==> config.mk <==
export PLATFORM = sky130hd
export DESIGN_NAME = ysyx_22040931_fetch_buf
export DESIGN_NICKNAME = d
export VERILOG_FILES = /design/src/rtl/ysyx_22040931_fetch_buf_pkg.sv /design/src/rtl/ysyx_22040931_fetch_ptr.sv /design/src/rtl/ysyx_22040931_fetch_buf.sv
export SDC_FILE = /design/constraint.sdc
export NUM_CORES = 1
export LEC_CHECK = 0
export BUFFER_PORTS_ARGS = -buffer_cell sky130_fd_sc_hd__buf_2
export CORE_ASPECT_RATIO = 0.9
export CORE_MARGIN = 2
export CORE_UTILIZATION = 55
export CTS_CLUSTER_SIZE = 24
export DETAILED_ROUTE_END_ITERATION = 12
export PLACE_DENSITY = 0.78
export SLEW_MARGIN = 0
export SYNTH_ARGS = -nofsm -noshare
export SYNTH_HDL_FRONTEND = slang
export SYNTH_SLANG_ARGS = --single-unit
==> constraint.sdc <==
create_clock -name clock -period 9.1 [get_ports clock]
set_input_delay 1.82 -clock clock [delete_from_list [all_inputs] [get_ports clock]]
set_output_delay 1.82 -clock clock [all_outputs]
set_load 0.01 [all_outputs]
==> src/rtl/ysyx_22040931_fetch_buf_pkg.sv <==
// Shared widths, depth and response classification for the fetch buffer slice.
package ysyx_22040931_fetch_buf_pkg;

  localparam int unsigned PC_BUS          = 64;
  localparam int unsigned INST_BUS        = 32;
  localparam int unsigned FETCH_BUF_DEPTH = 4;

  // How an incoming imem response is consumed this cycle.
  typedef enum logic [1:0] {
    RESP_NONE,
    RESP_FILL,
    RESP_DROP,
    RESP_ERR
  } resp_kind_e;

endpackage

==> src/rtl/ysyx_22040931_fetch_ptr.sv <==
// Pointer/counter bookkeeping for the fetch buffer: head/fill/tail, occupancy,
// pending fills, responses still to be dropped after a redirect, and space.
module ysyx_22040931_fetch_ptr
  import ysyx_22040931_fetch_buf_pkg::*;
#(
  parameter  int unsigned DEPTH = FETCH_BUF_DEPTH,
  localparam int unsigned AW    = $clog2(DEPTH),
  localparam int unsigned CW    = AW + 1
) (
  input  logic          clock,
  input  logic          reset,
  input  logic          i_flush,
  input  logic          i_alloc,
  input  logic          i_pop,
  input  logic          i_resp_valid,
  output logic [AW-1:0] o_head,
  output logic [AW-1:0] o_fill,
  output logic [AW-1:0] o_tail,
  output logic [CW-1:0] o_count,
  output logic          o_space,
  output logic          o_fill_en
);

  logic [AW-1:0] r_head;
  logic [AW-1:0] r_fill;
  logic [AW-1:0] r_tail;
  logic [CW-1:0] r_count;
  logic [CW-1:0] r_pend;
  logic [CW-1:0] r_drop;

  logic [CW:0]   w_occ;
  logic [CW:0]   w_flush_drop;
  resp_kind_e    w_kind;

  assign w_occ   = {1'b0, r_count} + {1'b0, r_drop};
  assign o_space = (w_occ < (CW+1)'(DEPTH)) | (i_pop & (w_occ == (CW+1)'(DEPTH)));

  // Outstanding drops are served first; a fill needs an allocated, unfilled entry.
  always_comb begin
    w_kind = RESP_NONE;
    if (i_resp_valid) begin
      if (r_drop != '0)      w_kind = RESP_DROP;
      else if (r_pend != '0) w_kind = RESP_FILL;
      else                   w_kind = RESP_ERR;
    end
  end

  assign o_fill_en = (w_kind == RESP_FILL) & ~i_flush;

  // Every response still in flight after a redirect must be discarded,
  // minus the one (if any) that arrives during the redirect cycle itself.
  assign w_flush_drop = {1'b0, r_drop} + {1'b0, r_pend}
                      - (CW+1)'((w_kind == RESP_DROP) || (w_kind == RESP_FILL));

  always_ff @(posedge clock) begin
    if (!reset) begin
      r_head  <= '0;
      r_fill  <= '0;
      r_tail  <= '0;
      r_count <= '0;
      r_pend  <= '0;
      r_drop  <= '0;
    end else if (i_flush) begin
      r_head  <= '0;
      r_fill  <= '0;
      r_tail  <= '0;
      r_count <= '0;
      r_pend  <= '0;
      r_drop  <= w_flush_drop[CW-1:0];
    end else begin
      r_head  <= r_head + AW'(i_pop);
      r_tail  <= r_tail + AW'(i_alloc);
      r_fill  <= r_fill + AW'(o_fill_en);
      r_count <= r_count + CW'(i_alloc) - CW'(i_pop);
      r_pend  <= r_pend + CW'(i_alloc) - CW'(o_fill_en);
      r_drop  <= r_drop - CW'(w_kind == RESP_DROP);
    end
  end

  assign o_head  = r_head;
  assign o_fill  = r_fill;
  assign o_tail  = r_tail;
  assign o_count = r_count;

  a_resp_expected: assert property (@(posedge clock) disable iff (!reset)
    i_resp_valid |-> ((r_count != '0) || (r_drop != '0)));

endmodule

==> src/rtl/ysyx_22040931_fetch_buf.sv <==
// Fetch buffer: turns IF PCs into in-order imem requests, collects responses
// into an entry ring and hands {pc, inst} to ID over a valid/ready handshake.
module ysyx_22040931_fetch_buf
  import ysyx_22040931_fetch_buf_pkg::*;
#(
  parameter  int unsigned PC_W   = PC_BUS,
  parameter  int unsigned INST_W = INST_BUS,
  parameter  int unsigned DEPTH  = FETCH_BUF_DEPTH,
  localparam int unsigned AW     = $clog2(DEPTH),
  localparam int unsigned CW     = AW + 1
) (
  input  logic              clock,
  input  logic              reset,
  input  logic              fetch_enb,
  input  logic [PC_W-1:0]   if_pc,
  output logic              fetch_stall,
  input  logic              flush,
  output logic              imem_req_valid,
  output logic [PC_W-1:0]   imem_req_addr,
  input  logic              imem_req_ready,
  input  logic              imem_resp_valid,
  input  logic [INST_W-1:0] imem_resp_data,
  output logic              id_valid,
  output logic [PC_W-1:0]   id_pc,
  output logic [INST_W-1:0] id_inst,
  input  logic              id_ready
);

  logic [PC_W-1:0]   r_pc     [DEPTH];
  logic [INST_W-1:0] r_inst   [DEPTH];
  logic [DEPTH-1:0]  r_filled;

  logic [AW-1:0] w_head;
  logic [AW-1:0] w_fill;
  logic [AW-1:0] w_tail;
  logic [CW-1:0] w_count;
  logic          w_space;
  logic          w_fill_en;
  logic          w_alloc;
  logic          w_pop;

  ysyx_22040931_fetch_ptr #(
    .DEPTH(DEPTH)
  ) u_ptr (
    .clock       (clock),
    .reset       (reset),
    .i_flush     (flush),
    .i_alloc     (w_alloc),
    .i_pop       (w_pop),
    .i_resp_valid(imem_resp_valid),
    .o_head      (w_head),
    .o_fill      (w_fill),
    .o_tail      (w_tail),
    .o_count     (w_count),
    .o_space     (w_space),
    .o_fill_en   (w_fill_en)
  );

  assign imem_req_valid = fetch_enb & w_space & ~flush & reset;
  assign imem_req_addr  = if_pc;
  assign w_alloc        = imem_req_valid & imem_req_ready;
  assign fetch_stall    = fetch_enb & reset & ~w_alloc & ~flush;

  assign id_valid = r_filled[w_head] & (w_count != '0);
  assign id_pc    = r_pc[w_head];
  assign id_inst  = r_inst[w_head];
  assign w_pop    = id_valid & id_ready;

  always_ff @(posedge clock) begin
    if (!reset) begin
      for (int unsigned i = 0; i < DEPTH; i++) begin
        r_pc[i]   <= '0;
        r_inst[i] <= '0;
      end
      r_filled <= '0;
    end else if (flush) begin
      r_filled <= '0;
    end else begin
      if (w_alloc) begin
        r_pc[w_tail]     <= if_pc;
        r_filled[w_tail] <= 1'b0;
      end
      if (w_fill_en) begin
        r_inst[w_fill]   <= imem_resp_data;
        r_filled[w_fill] <= 1'b1;
      end
    end
  end

endmodule
==> impl_metrics.ini <==
[setup_path]
required_ns = 7.28
cp-start-kind = flip-flop
path_class = reg -> out
cp_slowest_stage_delay_ns = 1.05
cp_cell_sequence = mux4_2, a31o_1, nand2_2, buf_4, nor2_1, buf_2
cp-end-kind = output port
cp_max_fo = 65
critPathArrivalTime_ns = 3.54
cp_slowest_cell = dfxtp_4

[clocking]
cts_hold_buffers = 0
cts_inserted_buffers = 41
cts.repair.resized = 0
clk_latency_ns = 0.53
clock_sinks = 403
cts_tree = yes
h-tree-depth = 2
clk_path_buf_depth = 3
cts_setup_buffers = 0
cts-root-buf = clkbuf_16
path_clk_slew_ns = 0.06

[yosys]
synthCells = 1207
yosysWarnings = 0
synth-compound-area-share_pct = 0.710
synthMuxAreaShare_pct = 12.2
syn_area_um2 = 18000
ys.flop_type = edfxtp_1
ys_types = 40
synth-xor-area-share_pct = 0.571
synth-async-reset-ratio_pct = 0
yosysTopAreaCell = edfxtp_1
yosysTopAreaCellShare_pct = 64.2
yosysSeqAreaShare_pct = 66.3
synthTopCellsByArea = edfxtp_1, mux4_2, nor2_1
synthSimpleGateAreaFrac_pct = 13.1
synth_edf_count = 384
synth_top_family_by_area = simple AND/OR/NAND/NOR gates
yosys.area_share.adder_pct = 1.49
synth_fp_nets = 1329
yosys_register_bits = 403
avgSynthCellArea_um2 = 14.9

[timing]
rsz0062_at_grt = no
slew_headroom_pct = 29.2
min_period_over_period_pct = 58.9
worst_slew_pin_slew_ns = 1.06
fmax_mhz = 186
final.setup.tns_ns = 0
skew_ns = 0.0178
drv_slew = 0
min_period_ns = 5.36
setup_slack_ns = 3.74
hold_viol = 0
setup_viol = 0

[drt]
dr_total_vias = 10251
drtIter0Drc = 733
viasPerCell = 5.56
wirelength_mm = 37.5
ant_nets = 0
wl_per_cell_um = 20.3
drtPass1Iterations = 5
drc = 0

[run_status]
status = complete, no violations

[grt]
antenna_found_initial = 4
grt_start_max_net_pins = 70
grt_pass1_vias = 10480
grt.overflow.total = 0
grt_pass1_wl_mm = 57.7
globalRouteTotalUtil_pct = 22.2

[placed_design]
io_buffers = 265
dp_hpwl_mm = 21.1
numPlacedInstances = 1768
gp_congestion = 0.755
place_ws_ns = 3.75

[final_layout]
area_growth_pct = 12.9
final_core_util_pct = 63.3
drive_above_1_share_pct = 31.5
stdcell_count = 1845
final_nets = 1517

[die]
die_h_um = 175
ioPinCount = 266
row_count = 62
die_area_um2 = 34100
core_area_um2 = 32000
initial_core_util_pct = 56.1
fp.dieW_um = 195

[power_and_ir_drop]
p_leak_nw = 7.70
pwr_density_cell_nw_per_um2 = 194
worst_ir_drop_vdd_uv = 170

[hold_path]
hold_class = reg -> reg

[job]
maxCapViolations = 0
[cells by family after synthesis]
kind of cell               after synthesis
adders and majority gates               19
xor gates and xnor gates                10
DFF                                    403
muxes                                   98
AOI/OAI and AO/OA                       19
and+or+nand+nor                        501
buffers and inverters                  157
[where the power goes]
group	switching [mW]	leakage (nW)	internal [mW]
logic	0.183	3.00	0.113
registers	0.0245	4.12	2.11
clock network	0.659	0.580	0.847
[flip-flops by register name, summed over array words and instances (netlist names)]
register / flops
r_filled: 4
r_pc: 256
u_ptr.o_tail: 2
r_inst: 128
u_ptr.o_fill: 2
u_ptr.o_count: 3
u_ptr.r_drop: 3
u_ptr.o_head: 2
u_ptr.r_pend: 3
[path summary, 6_finish.rpt]
path	startpoint	to	slack, ns	cells past startpoint
setup / recovery	u_ptr.o_head[0]	imem_req_valid	3.74	6
hold / removal	u_ptr.r_pend[2]	u_ptr.r_pend[2]	0.55	2
setup reg to reg	u_ptr.o_head[0]	r_pc[0][29]	5.28	6
hold reg to reg	u_ptr.r_pend[2]	u_ptr.r_pend[2]	0.55	2
[Yosys cell counts, drive strengths merged (4+ instances only)]
cell / count
nor2: 265
a21oi: 6
xnor2: 8
dfxtp: 19
fa: 4
edfxtp: 384
nand2: 73
ha: 15
buf: 111
inv: 18
mux4: 97
clkbuf: 28
or3: 4
and2: 139
o21ai: 5
nor2b: 4
nand3: 5
[critical path, delay by kind of cell, from the launching register on]
family / cells / cell delay (ns)
AOI/OAI and AO/OA: 1 / 0.33
and+or+nand+nor: 2 / 0.16
muxes: 1 / 0.65
DFF: 1 / 1.05
buffers and inverters: 2 / 0.81
[routing by layer]
layer | global-route usage [%] | up-vias | routed length (µm)
met5 | 0 | - | 11
met4 | 6.67 | 2 | 968
met3 | 3.92 | 69 | 2750
met2 | 38.2 | 401 | 18800
met1 | 29.2 | 5124 | 14900
li1 | - | 4655 | -
[layout make-up]
| cell class | count | area, µm² |
|---|---|---|
| clock inverter | 21 | 101 |
| multi-input combinational | 647 | 5100 |
| timing repair buffer | 284 | 1470 |
| tap | 416 | 520 |
| sequential | 403 | 11900 |
| inverter | 18 | 67.6 |
| clock buffer | 54 | 1100 |
| antenna | 2 | 5.00 |
| fill | 2334 | 11800 |
[placed cells by master (no fill, tap or decap), types with 2 or more instances in the layout]
master / synthesis / routed
nand3_2: 3 / 3
a21oi_1: 5 / 5
buf_2: 19 / 265
edfxtp_1: 384 / 384
and2_1: 139 / 139
ha_1: 15 / 15
buf_4: 74 / 19
a41o_1: 3 / 3
nor2_1: 265 / 265
o21ai_4: 0 / 4
dfxtp_4: 0 / 2
clkbuf_16: 0 / 42
clkinv_2: 0 / 5
dfxtp_1: 19 / 17
diode_2: 0 / 2
mux4_2: 97 / 97
or3_4: 2 / 2
nand2_1: 73 / 72
nor3_4: 1 / 2
nand2b_1: 2 / 2
or3_1: 2 / 2
nor2b_1: 4 / 3
clkbuf_1: 25 / 12
nand3_1: 2 / 2
inv_1: 18 / 18
nand3b_1: 3 / 3
fa_1: 4 / 4
clkinv_1: 0 / 14
nor3b_4: 2 / 2
xnor2_1: 8 / 8
[through the flow]
stage / hold slack [ns] / instance area (µm²) / power (mW)
floorplan: 0.507 / 18000 / 2.37
CTS: 0.559 / 20300 / 3.97
global placement: 0.540 / 19100 / 2.46
finish: 0.549 / 20300 / 3.93
global route: 0.584 / 20300 / 4.07
detailed placement: 0.545 / 19100 / 2.47
Power figures use the tool's default switching activity.
